**src/rtl/bcd_pulse_pkg.sv**
```systemverilog
// bcd_pulse_pkg: shared FSM encoding and BCD digit constants for the pulse generator.
package bcd_pulse_pkg;

    typedef enum logic [1:0] {
        ST_IDLE = 2'd0,
        ST_HIGH = 2'd1,
        ST_LOW  = 2'd2,
        ST_DONE = 2'd3
    } state_t;

    localparam logic [3:0] BCD_MAX  = 4'd9;
    localparam logic [3:0] BCD_ZERO = 4'd0;

endpackage

```
**src/rtl/bcd_down_counter.sv**
```systemverilog
// bcd_down_counter: DIGITS-wide BCD register with load, borrow-chain decrement,
// zero flag on the held count and an invalid-digit flag on the load value.
module bcd_down_counter
    import bcd_pulse_pkg::*;
#(
    parameter int DIGITS = 2
) (
    input  logic                clk_i,
    input  logic                reset_i,
    input  logic                load_i,
    input  logic                dec_i,
    input  logic [4*DIGITS-1:0] value_i,
    output logic [4*DIGITS-1:0] count_o,
    output logic                zero_o,
    output logic                invalid_o
);

    logic [4*DIGITS-1:0] count_q, count_d, dec_val;
    logic                brw;

    // Count minus one in BCD: a zero digit wraps to 9 and keeps borrowing upward.
    always_comb begin
        dec_val = count_q;
        brw     = 1'b1;
        for (int i = 0; i < DIGITS; i++) begin
            if (brw) begin
                if (count_q[4*i +: 4] == BCD_ZERO) begin
                    dec_val[4*i +: 4] = BCD_MAX;
                end else begin
                    dec_val[4*i +: 4] = count_q[4*i +: 4] - 4'd1;
                    brw               = 1'b0;
                end
            end
        end
    end

    // Flag a load value that contains any non-decimal digit.
    always_comb begin
        invalid_o = 1'b0;
        for (int i = 0; i < DIGITS; i++) begin
            if (value_i[4*i +: 4] > BCD_MAX) invalid_o = 1'b1;
        end
    end

    assign zero_o = (count_q == '0);

    // Load wins over decrement; decrement saturates at zero so the count never wraps.
    always_comb begin
        count_d = count_q;
        if (load_i)                count_d = value_i;
        else if (dec_i && !zero_o) count_d = dec_val;
    end

    // Count register.
    always_ff @(posedge clk_i) begin
        if (reset_i) count_q <= '0;
        else         count_q <= count_d;
    end

    assign count_o = count_q;

endmodule

```
**src/rtl/bcd_pulse_gen.sv**
```systemverilog
// bcd_pulse_gen: turns a loaded packed-BCD count into exactly that many pulses,
// HIGH_CYC cycles high and LOW_CYC cycles low each.
// Build option: define BCD_PULSE_ABORT_EN to add abort_i, which ends a burst early.
module bcd_pulse_gen
    import bcd_pulse_pkg::*;
#(
    parameter int DIGITS   = 2,
    parameter int HIGH_CYC = 1,
    parameter int LOW_CYC  = 1
) (
    input  logic                clk_i,
    input  logic                reset_i,
    input  logic                start_valid_i,
    output logic                start_ready_o,
    input  logic [4*DIGITS-1:0] bcd_in_i,
`ifdef BCD_PULSE_ABORT_EN
    input  logic                abort_i,
`endif
    output logic                pulse_out_o,
    output logic                busy_o,
    output logic                done_o,
    output logic                err_o,
    output logic [4*DIGITS-1:0] remaining_o
);

    localparam int MAXC = (HIGH_CYC > LOW_CYC) ? HIGH_CYC : LOW_CYC;
    localparam int CW   = $clog2(MAXC) + 1;
    localparam logic [CW-1:0] H_LAST = CW'(HIGH_CYC - 1);
    localparam logic [CW-1:0] L_LAST = CW'(LOW_CYC - 1);

    state_t          state_q, state_d;
    logic [CW-1:0]   cnt_q, cnt_d;
    logic            accept, ld_ok, in_bad, rem_zero;
    logic            high_last, low_last, abort_hit, cnt_dec;
    logic            pulse_out_q, busy_q, done_q, err_q, start_ready_q;
    logic            pulse_out_d, busy_d, done_d, err_d, start_ready_d;

    assign accept    = start_valid_i && (state_q == ST_IDLE);
    assign ld_ok     = accept && !in_bad;
    assign high_last = (state_q == ST_HIGH) && (cnt_q == H_LAST);
    assign low_last  = (state_q == ST_LOW)  && (cnt_q == L_LAST);
`ifdef BCD_PULSE_ABORT_EN
    assign abort_hit = abort_i && ((state_q == ST_HIGH) || (state_q == ST_LOW));
`else
    assign abort_hit = 1'b0;
`endif
    // An aborted pulse is not counted as transmitted.
    assign cnt_dec   = high_last && !abort_hit;

    bcd_down_counter #(.DIGITS(DIGITS)) u_cnt (
        .clk_i     (clk_i),
        .reset_i   (reset_i),
        .load_i    (ld_ok),
        .dec_i     (cnt_dec),
        .value_i   (bcd_in_i),
        .count_o   (remaining_o),
        .zero_o    (rem_zero),
        .invalid_o (in_bad)
    );

    // State and phase-cycle counter registers.
    always_ff @(posedge clk_i) begin
        if (reset_i) begin
            state_q <= ST_IDLE;
            cnt_q   <= '0;
        end else begin
            state_q <= state_d;
            cnt_q   <= cnt_d;
        end
    end

    // Next state; the phase counter restarts at every phase change.
    always_comb begin
        state_d = state_q;
        cnt_d   = cnt_q + 1'b1;
        case (state_q)
            ST_IDLE: begin
                cnt_d = '0;
                if (ld_ok) state_d = (bcd_in_i == '0) ? ST_DONE : ST_HIGH;
            end
            ST_HIGH: begin
                if (high_last) begin
                    state_d = ST_LOW;
                    cnt_d   = '0;
                end
            end
            ST_LOW: begin
                if (low_last) begin
                    state_d = rem_zero ? ST_DONE : ST_HIGH;
                    cnt_d   = '0;
                end
            end
            default: begin
                state_d = ST_IDLE;
                cnt_d   = '0;
            end
        endcase
        if (abort_hit) begin
            state_d = ST_DONE;
            cnt_d   = '0;
        end
    end

    // Outputs decoded from the next state so they can be registered without lag.
    always_comb begin
        pulse_out_d   = (state_d == ST_HIGH);
        busy_d        = (state_d != ST_IDLE);
        done_d        = (state_d == ST_DONE);
        start_ready_d = (state_d == ST_IDLE);
        err_d         = accept && in_bad;
    end

    // Output registers; start_ready is already high in the cycle after reset.
    always_ff @(posedge clk_i) begin
        if (reset_i) begin
            pulse_out_q   <= 1'b0;
            busy_q        <= 1'b0;
            done_q        <= 1'b0;
            err_q         <= 1'b0;
            start_ready_q <= 1'b1;
        end else begin
            pulse_out_q   <= pulse_out_d;
            busy_q        <= busy_d;
            done_q        <= done_d;
            err_q         <= err_d;
            start_ready_q <= start_ready_d;
        end
    end

    assign pulse_out_o   = pulse_out_q;
    assign busy_o        = busy_q;
    assign done_o        = done_q;
    assign err_o         = err_q;
    assign start_ready_o = start_ready_q;

endmodule

```
**config.mk**
```make
export PLATFORM = sky130hd
export DESIGN_NAME = bcd_pulse_gen
export DESIGN_NICKNAME = d
export VERILOG_FILES = /design/src/rtl/bcd_pulse_pkg.sv /design/src/rtl/bcd_down_counter.sv /design/src/rtl/bcd_pulse_gen.sv
export SDC_FILE = /design/constraint.sdc
export NUM_CORES = 1
export LEC_CHECK = 0
export ABC_AREA = 1
export BUFFER_PORTS_ARGS = -buffer_cell sky130_fd_sc_hd__buf_2
export CAP_MARGIN = 25
export CORE_MARGIN = 2
export CORE_UTILIZATION = 50
export DETAILED_ROUTE_END_ITERATION = 10
export PLACE_DENSITY = 0.79
export RECOVER_POWER = 50
export SYNTH_ARGS = -nofsm -noshare
export SYNTH_HDL_FRONTEND = slang
export SYNTH_SLANG_ARGS = --single-unit
export TNS_END_PERCENT = 100
```
**constraint.sdc**
```tcl
create_clock -name clk_i -period 1.62 [get_ports clk_i]
set_input_delay 0.243 -clock clk_i [delete_from_list [all_inputs] [get_ports clk_i]]
set_output_delay 0.243 -clock clk_i [all_outputs]
set_load 0.005 [all_outputs]
```
==> flow_summary_export.csv, run 1 <==
group,metric,value,unit
synth,synth_cell_types,24,
cells_and_area,drive_above_1_share,32.0,%
cells_and_area,antenna_cells,0,
timing,finalHoldViolCount,0,
die,start_util,52.0,%
critical_path,reg2reg_depth,9,
run_status,status,"finished, final reports clean",
critical_path,cp_max_fo,6,
critical_path,r2r_start,"state_q[0]",
cells_and_area,postLayoutCellArea,1240,sq um
pwr,irDropWorstVdd,0.000815,V
worst_hold_path,hp-class,"primary input to flop",
place,place_area,1170,sq um
place,numPortBuffers,23,
route,wl,2320,microns
critical_path,setup.worst_path.start,"state_q[0]",
pwr,sw_frac_of_total,42.5,%
synth,synth_compound_area_share,14.3,%
die,chipHeight,48.7,microns
cells_and_area,final_common_cell,"nand2_1",
route,post_drt_wl_per_cell,11.2,microns
global_routing,grt_pass1_vias,1041,
pwr,leakagePower,0.651,nW
die,rows,16,
route,via_per_inst,4.85,
synth,synth_area_per_cell,6.79,sq um
critical_path,critPathCaptureType,"flop",
global_routing,antenna_found_initial,0,
route,routed-via-count,1009,
place,dpl.hpwl,1810,microns
timing,fin_crit,1.53,ns
place,gp_congestion,0.893,
critical_path,worstReg2RegEnd,"u_cnt.count_o[5]",
synth,syn-num-nets,162,
cts,clock_latency,0.29,ns
global_routing,grt_overflow_total,0,
worst_hold_path,whs_path_depth,2,
die,io_pins,24,
die,die_x,48.7,microns
die,die_area,2370,sq um
cts,worst_setup_hold_path_clk_slew,0.10,ns
cts,htree_num_levels,1,
route,dr.pass1.iters,4,
pwr,power_frac_clock,15.5,%
global_routing,grt.total_usage,21.9,%
pwr,p_switching,752,uW
pwr,p_int,1.02,mW
global_routing,grt_pass1_wl,4160,microns
cts,cts_tree,"yes",
cells_and_area,final_nets,197,
cells_and_area,syn_to_final_growth,24.4,%
synth,synth_adder_area_share,5.01,%
synth,synthMuxAreaShare,0,%
synth,synth_top_family_by_area,"simple AND/OR/NAND/NOR gates",
critical_path,setup.reg_to_reg.worst_slack,0.09,ns
synth,synth-simple-area-share,40.4,%
synth,synth-seq-area-share,32.1,%
critical_path,cp.required,1.82,ns
synth,yosysWarnings,0,
pwr,total_power,1.77,mW
timing,setup-violations-final,0,
cells_and_area,final_cell_mix,"nand2_1 (44), nor2_1 (22), buf_2 (21), dfxtp_1 (14), inv_1 (13)",
critical_path,cp-start-kind,"flop",
route,ant_nets,0,
flow_run,cap_violations,0,
route,drt_iter0_drc,31,
pwr,seqPwrFrac,32.3,%
synth,postSynthCellCount,147,
critical_path,worst-setup-path-type,"flop to flop",
critical_path,crit_arrival,1.73,ns
synth,ys_ff_latch,16,
timing,fmaxAchievable,0.652,GHz
cts,holdBufCountCts,0,
timing,finalClockSkew,0.00202,ns
pwr,p_per_area,1420,nW/um^2
cts,clockRootBuffer,"clkbuf_4",
route,drc,0,
timing,min_period_over_period,94.7,%
timing,drv_slew,0,
cts,cts_buffers,3,
synth,synth.cell_area,998,sq um
critical_path,setup.worst_path.end,"u_cnt.count_o[5]",
synth,synth_xor_area_share,0,%
pwr,combPwrFrac,52.3,%
die,coreArea,1920,sq um
global_routing,grt_max_degree,10,
cts,clock_sinks,16,
cts,clk_path_buf_depth,2,
## critical path, cell delays in order, from the launching register on
cell and delay [ns]:
dfxtp_2 0.35, inv_1 0.07, ha_2 0.20, nand2_2 0.08, nand3b_1 0.19, buf_6 0.15, o21ai_2 0.10, nand2_2 0.12
o21ai_1 0.12, nor2_1 0.05
## power groups by stage
stage          Clock [mW]  Sequential (mW)  Combinational, mW
6_report            0.273            0.570              0.924
3_5_place_dp            0            0.573              0.858
2_1_floorplan           0            0.580              0.601
4_1_cts             0.273            0.565              0.861
3_3_place_gp            0            0.568              0.829
5_1_grt             0.297            0.583               1.04
## registers in the layout, indices dropped and copies added, names as in the netlist
| signal | count |
|---|---|
| u_cnt.count_o | 8 |
| state_q | 2 |
| busy_o | 1 |
| cnt_q | 1 |
| done_o | 1 |
| err_o | 1 |
| pulse_out_o | 1 |
| start_ready_o | 1 |
## how the worst min path moves through the flow
stage / start / endpoint / slack (ns)
floorplan: reset_i / u_cnt.count_o[2] / 0.31
global placement: reset_i / u_cnt.count_o[3] / 0.48
detailed placement: reset_i / u_cnt.count_o[2] / 0.48
CTS: reset_i / u_cnt.count_o[2] / 0.17
global route: reset_i / u_cnt.count_o[2] / 0.18
finish: reset_i / u_cnt.count_o[2] / 0.17
## per-layer routing
layer	up-vias	GRT usage (%)	part of all wire (%)
met3	7	4.63	4.9
li1	528	-	-
met4	0	10.5	1.9
met5	-	0	0
met1	439	26.0	43
met2	35	37.4	50
## synth_stat cells (all sizes together)
| cell | number | area [sq um] |
|---|---|---|
| a21oi | 2 | 10.0 |
| buf | 2 | 22.5 |
| conb | 1 | 3.75 |
| dfxtp | 16 | 320 |
| ha | 4 | 50.1 |
| inv | 15 | 56.3 |
| nand2 | 51 | 211 |
| nand3 | 4 | 25.0 |
| nand3b | 1 | 7.51 |
| nand4 | 1 | 6.26 |
| nor2 | 28 | 145 |
| nor3b | 1 | 7.51 |
| o211ai | 1 | 12.5 |
| o21ai | 18 | 101 |
| o21bai | 2 | 18.8 |
## area by class of cell
cell class / count / area (sq um)
Fill cell: 186 / 679
Multi-Input combinational cell: 114 / 609
Sequential cell: 16 / 323
Timing Repair Buffer: 32 / 184
Inverter: 15 / 56.3
Clock buffer: 4 / 36.3
Tap cell: 27 / 33.8
## stage by stage
step	setup slack (ns)	hold WS (ns)	std cells	TNS [ns]	utilization [%]
floorplan	0.126	0.312	147	0	-
global placement	0.0967	0.480	201	0	60.9
detailed placement	0.0224	0.483	201	0	60.9
CTS	0.00758	0.171	205	0	62.8
global route	-0.0129	0.179	208	-0.0331	64.6
finish	0.0865	0.165	208	0	64.6
## kinds of logic after synthesis
logic type / after synthesis
other: 1
AO/OA/AOI/OAI: 23
AND/OR/NAND/NOR: 86
flip-flops: 16
adder cells (fa/ha/maj): 4
buffers and inverters: 17
## repair_timing
action | 4_1_cts | 5_1_grt
setup buffers | 0 | 3
hold endpoints to repair | 0 | 0
setup endpoints to repair | 0 | 11
gates resized for setup | 0 | 9
No activity file was read; power rests on OpenSTA's default activity.
==> inputs of run 2 (changes only) <==
--- a/config.mk
+++ b/config.mk
@@ -12,8 +12,9 @@
 export CORE_UTILIZATION = 50
 export DETAILED_ROUTE_END_ITERATION = 10
-export PLACE_DENSITY = 0.79
+export PLACE_DENSITY = 0.8
 export RECOVER_POWER = 50
 export SYNTH_ARGS = -nofsm -noshare
 export SYNTH_HDL_FRONTEND = slang
+export SYNTH_HIERARCHICAL = 1
 export SYNTH_SLANG_ARGS = --single-unit
 export TNS_END_PERCENT = 100
==> constraint.sdc (replaced) <==
create_clock -name clk_i -period 1.62 [get_ports clk_i]
set_input_delay 0.162 -clock clk_i [delete_from_list [all_inputs] [get_ports clk_i]]
set_output_delay 0.162 -clock clk_i [all_outputs]
set_load 0.005 [all_outputs]
==> flow_summary_export.csv, run 2 <==
group,metric,value,unit
die,die_x,47.9,microns
cells_and_area,fin_util,64.9,%
cts,worst_setup_hold_path_clk_slew,0.10,ns
critical_path,critPathMaxStageDelay,0.35,ns
global_routing,grt_pass1_wl,3550,microns
critical_path,cp.required,1.86,ns
timing,drv_slew,0,
route,ant_nets,0,
cells_and_area,drive_above_1_share,25.0,%
die,rows,15,
route,via_per_inst,4.93,
synth,syn-num-nets,160,
synth,synth_top_area_share,33.2,%
cells_and_area,fillers,173,
timing,finalHoldViolCount,0,
cts,htree_num_levels,1,
timing,fin_tns_setup,0,ns
cells_and_area,final_nets,188,
flow_run,cap_violations,0,
route,wl_met1,888,microns
critical_path,cp.depth,9,
cells_and_area,largest_reg_flops,8,
route,dr.pass1.iters,4,
synth,yosys-top-cells-area,"dfxtp_1 (33%), nand2_1 (13%), nor2_1 (11%), inv_1 (7.4%), ha_1 (5.2%)",
global_routing,grt_max_degree,11,
route,post_drt_wl_per_cell,10.8,microns
timing,fmaxAchievable,0.683,GHz
global_routing,antenna_found_initial,0,
timing,setup-violations-final,0,
synth,synth_common_cells,"nand2_1 (34), nor2_1 (28), inv_1 (19)",
global_routing,grt_pass1_vias,912,
cells_and_area,final_cell_mix,"nand2_1 (34), nor2_1 (28), inv_1 (19), buf_2 (18), dfxtp_1 (14)",
global_routing,grt_overflow_total,0,
cells_and_area,syn_to_final_growth,18.8,%
worst_hold_path,hp-class,"primary input to flop",
die,start_util,54.6,%
timing,rsz0062_at_grt,"false",
run_status,status,"finished, final reports clean",
synth,synth_cell_types,24,
cts,cts_buffers,3,
worst_hold_path,hold_start,"reset_i",
pwr,irDropWorstVdd,0.000738,V
cells_and_area,ff_latch_area,323,sq um
route,wl_met2,1080,microns
timing,fin_ws,0.155,ns
critical_path,cp_slowest_cell,"dfxtp_2",
cts,clockRootBuffer,"clkbuf_4",
synth,synth_edf_count,0,
synth,synthArstFlopShare,0,%
route,dr_wl_met3,136,microns
critical_path,cp_max_fo,8,
cts,postCtsSetupRepairBufs,0,
route,drc,0,
critical_path,cp-start-kind,"flop",
route,top_layer,"met4",
worst_hold_path,whs_path_depth,2,
synth,synth_area_per_cell,6.64,sq um
cts,clk_path_buf_depth,2,
die,coreArea,1760,sq um
timing,fin_crit,1.46,ns
die,chipHeight,47.9,microns
synth,ys_ff_latch,16,
critical_path,path_cells,"inv_1, ha_2, nand3_2, inv_4, buf_4, a21oi_1, a21oi_1, nor2_1, nor2_1",
cts,clock_latency,0.29,ns
critical_path,cp_num_buf_inv,3,
critical_path,cp_top_family,"buffers and inverters",
place,dpl.hpwl,1710,microns
route,drt_iter0_drc,28,
synth,yosysTopAreaCell,"dfxtp_1",
die,die_area,2290,sq um
critical_path,worstReg2RegEnd,"u_cnt/count_o[5]",
pwr,p_per_area,1000,nW/um^2
cells_and_area,antenna_cells,0,
cells_and_area,multi_input_area,547,sq um
synth,synth-seq-area-share,33.2,%
place,gp_congestion,0.873,
worst_hold_path,hold-path-endpoint,"u_cnt/count_o[2]",
critical_path,crit_arrival,1.70,ns
global_routing,grt.total_usage,21.7,%
synth,synth_ff_type,"dfxtp_1",
critical_path,r2r_start,"state_q[1]",
critical_path,worst-setup-path-type,"flop to flop",
cts,cts_tree,"yes",
synth,yosysWarnings,6,
synth,synth.cell_area,963,sq um
die,io_pins,24,
synth,yosysMostFrequentCell,"nand2_1",
critical_path,critPathCaptureType,"flop",
timing,finalClockSkew,0.0108,ns
critical_path,setup.reg_to_reg.worst_slack,0.16,ns
critical_path,reg2reg_depth,9,
cells_and_area,final_common_cell,"nand2_1",
route,routed-via-count,971,
pwr,leakagePower,0.599,nW
cts,clock_sinks,16,
synth,postSynthCellCount,145,
timing,min_period_over_period,90.4,%
route,wl,2120,microns
place,numPortBuffers,23,
place,dp_slack,-0.00806,ns
-- run 2: cell count changes after synthesis, moves of 4 or more --
cell | before | now
nand2_1 | 47 | 34
nor2_1 | 22 | 28
a21oi_1 | 2 | 6
inv_1 | 14 | 19
-- run 2: kinds of logic (layout without fill, tap and decap cells) --
group / count (synthesis) / count (layout) / share of synthesized area, %
other: 1 / 1 / 0.389
adders and majority gates: 4 / 4 / 5.20
buffers and inverters: 24 / 51 / 10.3
DFF: 16 / 16 / 33.2
and+or+nand+nor: 80 / 80 / 37.9
AOI/OAI and AO/OA: 19 / 19 / 12.1
xor gates and xnor gates: 1 / 1 / 0.909
-- run 2: worst max-delay path by stage --
| stage | start | end | slack [ns] |
|---|---|---|---|
| floorplan | state_q[1] | u_cnt/count_o[6] | 0.14 |
| global placement | state_q[0] | u_cnt/count_o[6] | 0.09 |
| detailed placement | state_q[1] | u_cnt/count_o[6] | -0.008 |
| CTS | state_q[1] | u_cnt/count_o[5] | 0.01 |
| global route | state_q[1] | u_cnt/count_o[5] | 0.01 |
| finish | state_q[1] | u_cnt/count_o[5] | 0.16 |
-- run 2: area by class of cell --
class	count	share of cell area [%]
inverter	23	7.98
timing repair buffer	24	10.2
clock buffer	4	3.17
tap	25	2.73
multi-input combinational	105	47.8
sequential	16	28.2
-- run 2: where the power goes --
group	internal (mW)	switching [mW]	leakage [nW]
clock network	0.137	0.130	0.0210
logic	0.152	0.251	0.446
registers	0.441	0.0390	0.132
-- run 2: routing by layer --
metal	global-route usage, %	up-vias
met2	40.0	31
met5	0	-
met1	25.1	437
met4	7.57	0
met3	3.40	4
li1	-	499
-- run 2: repair_timing --
| item | 4_1_cts | 5_1_grt |
|---|---|---|
| gates resized for setup | 1 | 5 |
| hold buffers | 0 | 0 |
| endpoints found under the setup margin | 2 | 6 |
| hold endpoints to repair | 0 | 0 |
| pin swaps | 0 | 0 |
-- run 2: per-stage QoR --
step / area [sq um] / power, mW / instances / hold WS (ns)
after floorplan: 963 / 0.774 / 145 / 0.231
after global placement: 1110 / 0.867 / 193 / 0.428
after detailed placement: 1110 / 0.886 / 193 / 0.423
after CTS: 1140 / 1.15 / 197 / 0.124
after global routing: 1140 / 1.23 / 197 / 0.131
final: 1140 / 1.15 / 197 / 0.124
==> inputs of run 3 (changes only) <==
--- a/config.mk
+++ b/config.mk
@@ -11,4 +11,5 @@
 export CORE_MARGIN = 2
 export CORE_UTILIZATION = 50
+export CTS_BUF_LIST = sky130_fd_sc_hd__clkbuf_4 sky130_fd_sc_hd__clkbuf_8 sky130_fd_sc_hd__clkbuf_16
 export DETAILED_ROUTE_END_ITERATION = 10
 export PLACE_DENSITY = 0.8
==> constraint.sdc (replaced) <==
create_clock -name clk_i -period 1.62 [get_ports clk_i]
set_input_delay 0.162 -clock clk_i [delete_from_list [all_inputs] [get_ports clk_i]]
set_output_delay 0.162 -clock clk_i [all_outputs]
set_load 0.05 [all_outputs]
==> flow_summary_export.csv, run 3 (same netlist as run 2, synthesis figures left out) <==
group,metric,value,unit
cells_and_area,final_cell_mix,"nand2_1 (34), nor2_1 (28), buf_2 (23), inv_1 (19), dfxtp_1 (14)",
pwr,sw_frac_of_total,42.8,%
cells_and_area,fillers,171,
place,numPortBuffers,23,
die,chipHeight,47.9,microns
critical_path,critPathMaxStageDelay,0.35,ns
cells_and_area,final_nets,188,
place,gp_congestion,0.873,
cells_and_area,syn_to_final_growth,19.5,%
worst_hold_path,hp-class,"primary input to flop",
route,post_drt_wl_per_cell,10.8,microns
cells_and_area,ff_latch_area,323,sq um
global_routing,grt_pass1_wl,3550,microns
route,routed-via-count,966,
critical_path,critPathCaptureType,"flop",
critical_path,cp_num_buf_inv,3,
global_routing,grt.total_usage,21.7,%
die,rows,15,
pwr,p_per_area,1120,nW/um^2
pwr,power_frac_clock,20.6,%
global_routing,grt_max_degree,11,
cells_and_area,final_common_cell,"nand2_1",
critical_path,crit_arrival,1.70,ns
timing,finalHoldViolCount,0,
critical_path,cp_max_fo,8,
cells_and_area,antenna_cells,0,
die,io_pins,24,
die,coreArea,1760,sq um
timing,drv_slew,0,
route,via_per_inst,4.90,
global_routing,grt_pass1_vias,912,
cells_and_area,final_cells,197,
timing,hold_slack,0.123,ns
critical_path,cp_top_family,"buffers and inverters",
cts,worst_setup_hold_path_clk_slew,0.10,ns
pwr,p_int,735,uW
route,drt_iter0_drc,28,
pwr,irDropWorstVdd,0.000738,V
timing,rsz0062_at_grt,"false",
flow_run,cap_violations,0,
pwr,p_switching,550,uW
cells_and_area,multi_input_area,547,sq um
critical_path,cp.required,1.85,ns
cts,cts_tree,"yes",
critical_path,cp_slowest_cell,"dfxtp_2",
timing,min_period_over_period,90.7,%
route,ant_nets,0,
die,die_x,47.9,microns
run_status,status,"finished, final reports clean",
pwr,leakagePower,0.617,nW
critical_path,cp-start-kind,"flop",
cts,clock_latency,0.29,ns
route,wl,2120,microns
cts,clk_path_buf_depth,2,
global_routing,antenna_found_initial,0,
place,dpl.hpwl,1710,microns
cells_and_area,fin_util,65.2,%
timing,fin_crit,1.47,ns
cells_and_area,largest_reg_flops,8,
route,drc,0,
pwr,seqPwrFrac,37.3,%
cells_and_area,drive_above_1_share,27.9,%
cts,cts_buffers,3,
cts,htree_num_levels,1,
route,dr.pass1.iters,4,
critical_path,path_cells,"inv_1, ha_2, nand3_2, inv_4, buf_4, a21oi_1, a21oi_1, nor2_1, nor2_1",
timing,fmaxAchievable,0.681,GHz
timing,setup-violations-final,0,
timing,finalClockSkew,0.00899,ns
place,placedCellCount,193,
global_routing,grt_overflow_total,0,
die,die_area,2290,sq um
critical_path,worst-setup-path-type,"flop to flop",
cts,holdBufCountCts,0,
cts,clock_sinks,16,
die,start_util,54.6,%
cts,clockRootBuffer,"clkbuf_4",
pwr,combPwrFrac,42.1,%
==> run 3: cell count changes in the layout (fill, tap and decap cells not counted), sizes merged <==
cell / before / now
clkbuf: 9 / 4
buf: 19 / 24
==> run 3: repair_timing <==
action	in CTS	in global routing
gates resized for setup	1	5
buffers inserted	0	0
endpoints found under the setup margin	2	6
hold endpoints to repair	0	0
==> run 3: final timing paths <==
kind | from | endpoint | slack (ns) | cells after the start
worst min register to register | u_cnt/count_o[2] | u_cnt/count_o[2] | 0.52 | 2
worst max-delay path | state_q[1] | u_cnt/count_o[5] | 0.15 | 9
worst max register to register | state_q[1] | u_cnt/count_o[5] | 0.15 | 9
worst min-delay path | reset_i | u_cnt/count_o[2] | 0.12 | 2
==> run 3: routing by layer <==
layer | up-vias | share of wire [%] | track usage, % | wire, microns
li1 | 500 | - | - | -
met1 | 432 | 42 | 25.1 | 897
met2 | 30 | 51 | 40.0 | 1070
met3 | 4 | 6.0 | 3.40 | 127
met4 | 0 | 0.90 | 7.57 | 19
met5 | - | 0 | 0 | 0
==> run 3: power by group through the flow <==
stage / clock network [mW] / registers, mW / logic (mW)
after floorplan: 0 / 0.619 / 0.287
after global placement: 0 / 0.483 / 0.519
after detailed placement: 0 / 0.488 / 0.532
after CTS: 0.268 / 0.478 / 0.537
after global routing: 0.287 / 0.485 / 0.600
final: 0.265 / 0.479 / 0.541
==> run 3: per-stage QoR <==
step                TNS [ns]  worst slack [ns]  power (mW)  cell area (sq um)
floorplan                  0            0.0201       0.906                963
global placement           0            0.0897        1.00               1110
detailed placement   -0.0148          -0.00806        1.02               1110
CTS                        0            0.0105        1.28               1140
global route               0            0.0136        1.37               1150
finish                     0             0.151        1.28               1150
==> run 3: cell type report <==
cell class                      count  area share (%)
Inverter                           23            7.93
Sequential cell                    16            28.0
Timing Repair Buffer               24            10.7
Multi-Input combinational cell    105            47.5
Clock buffer                        4            3.15
Tap cell                           25            2.72
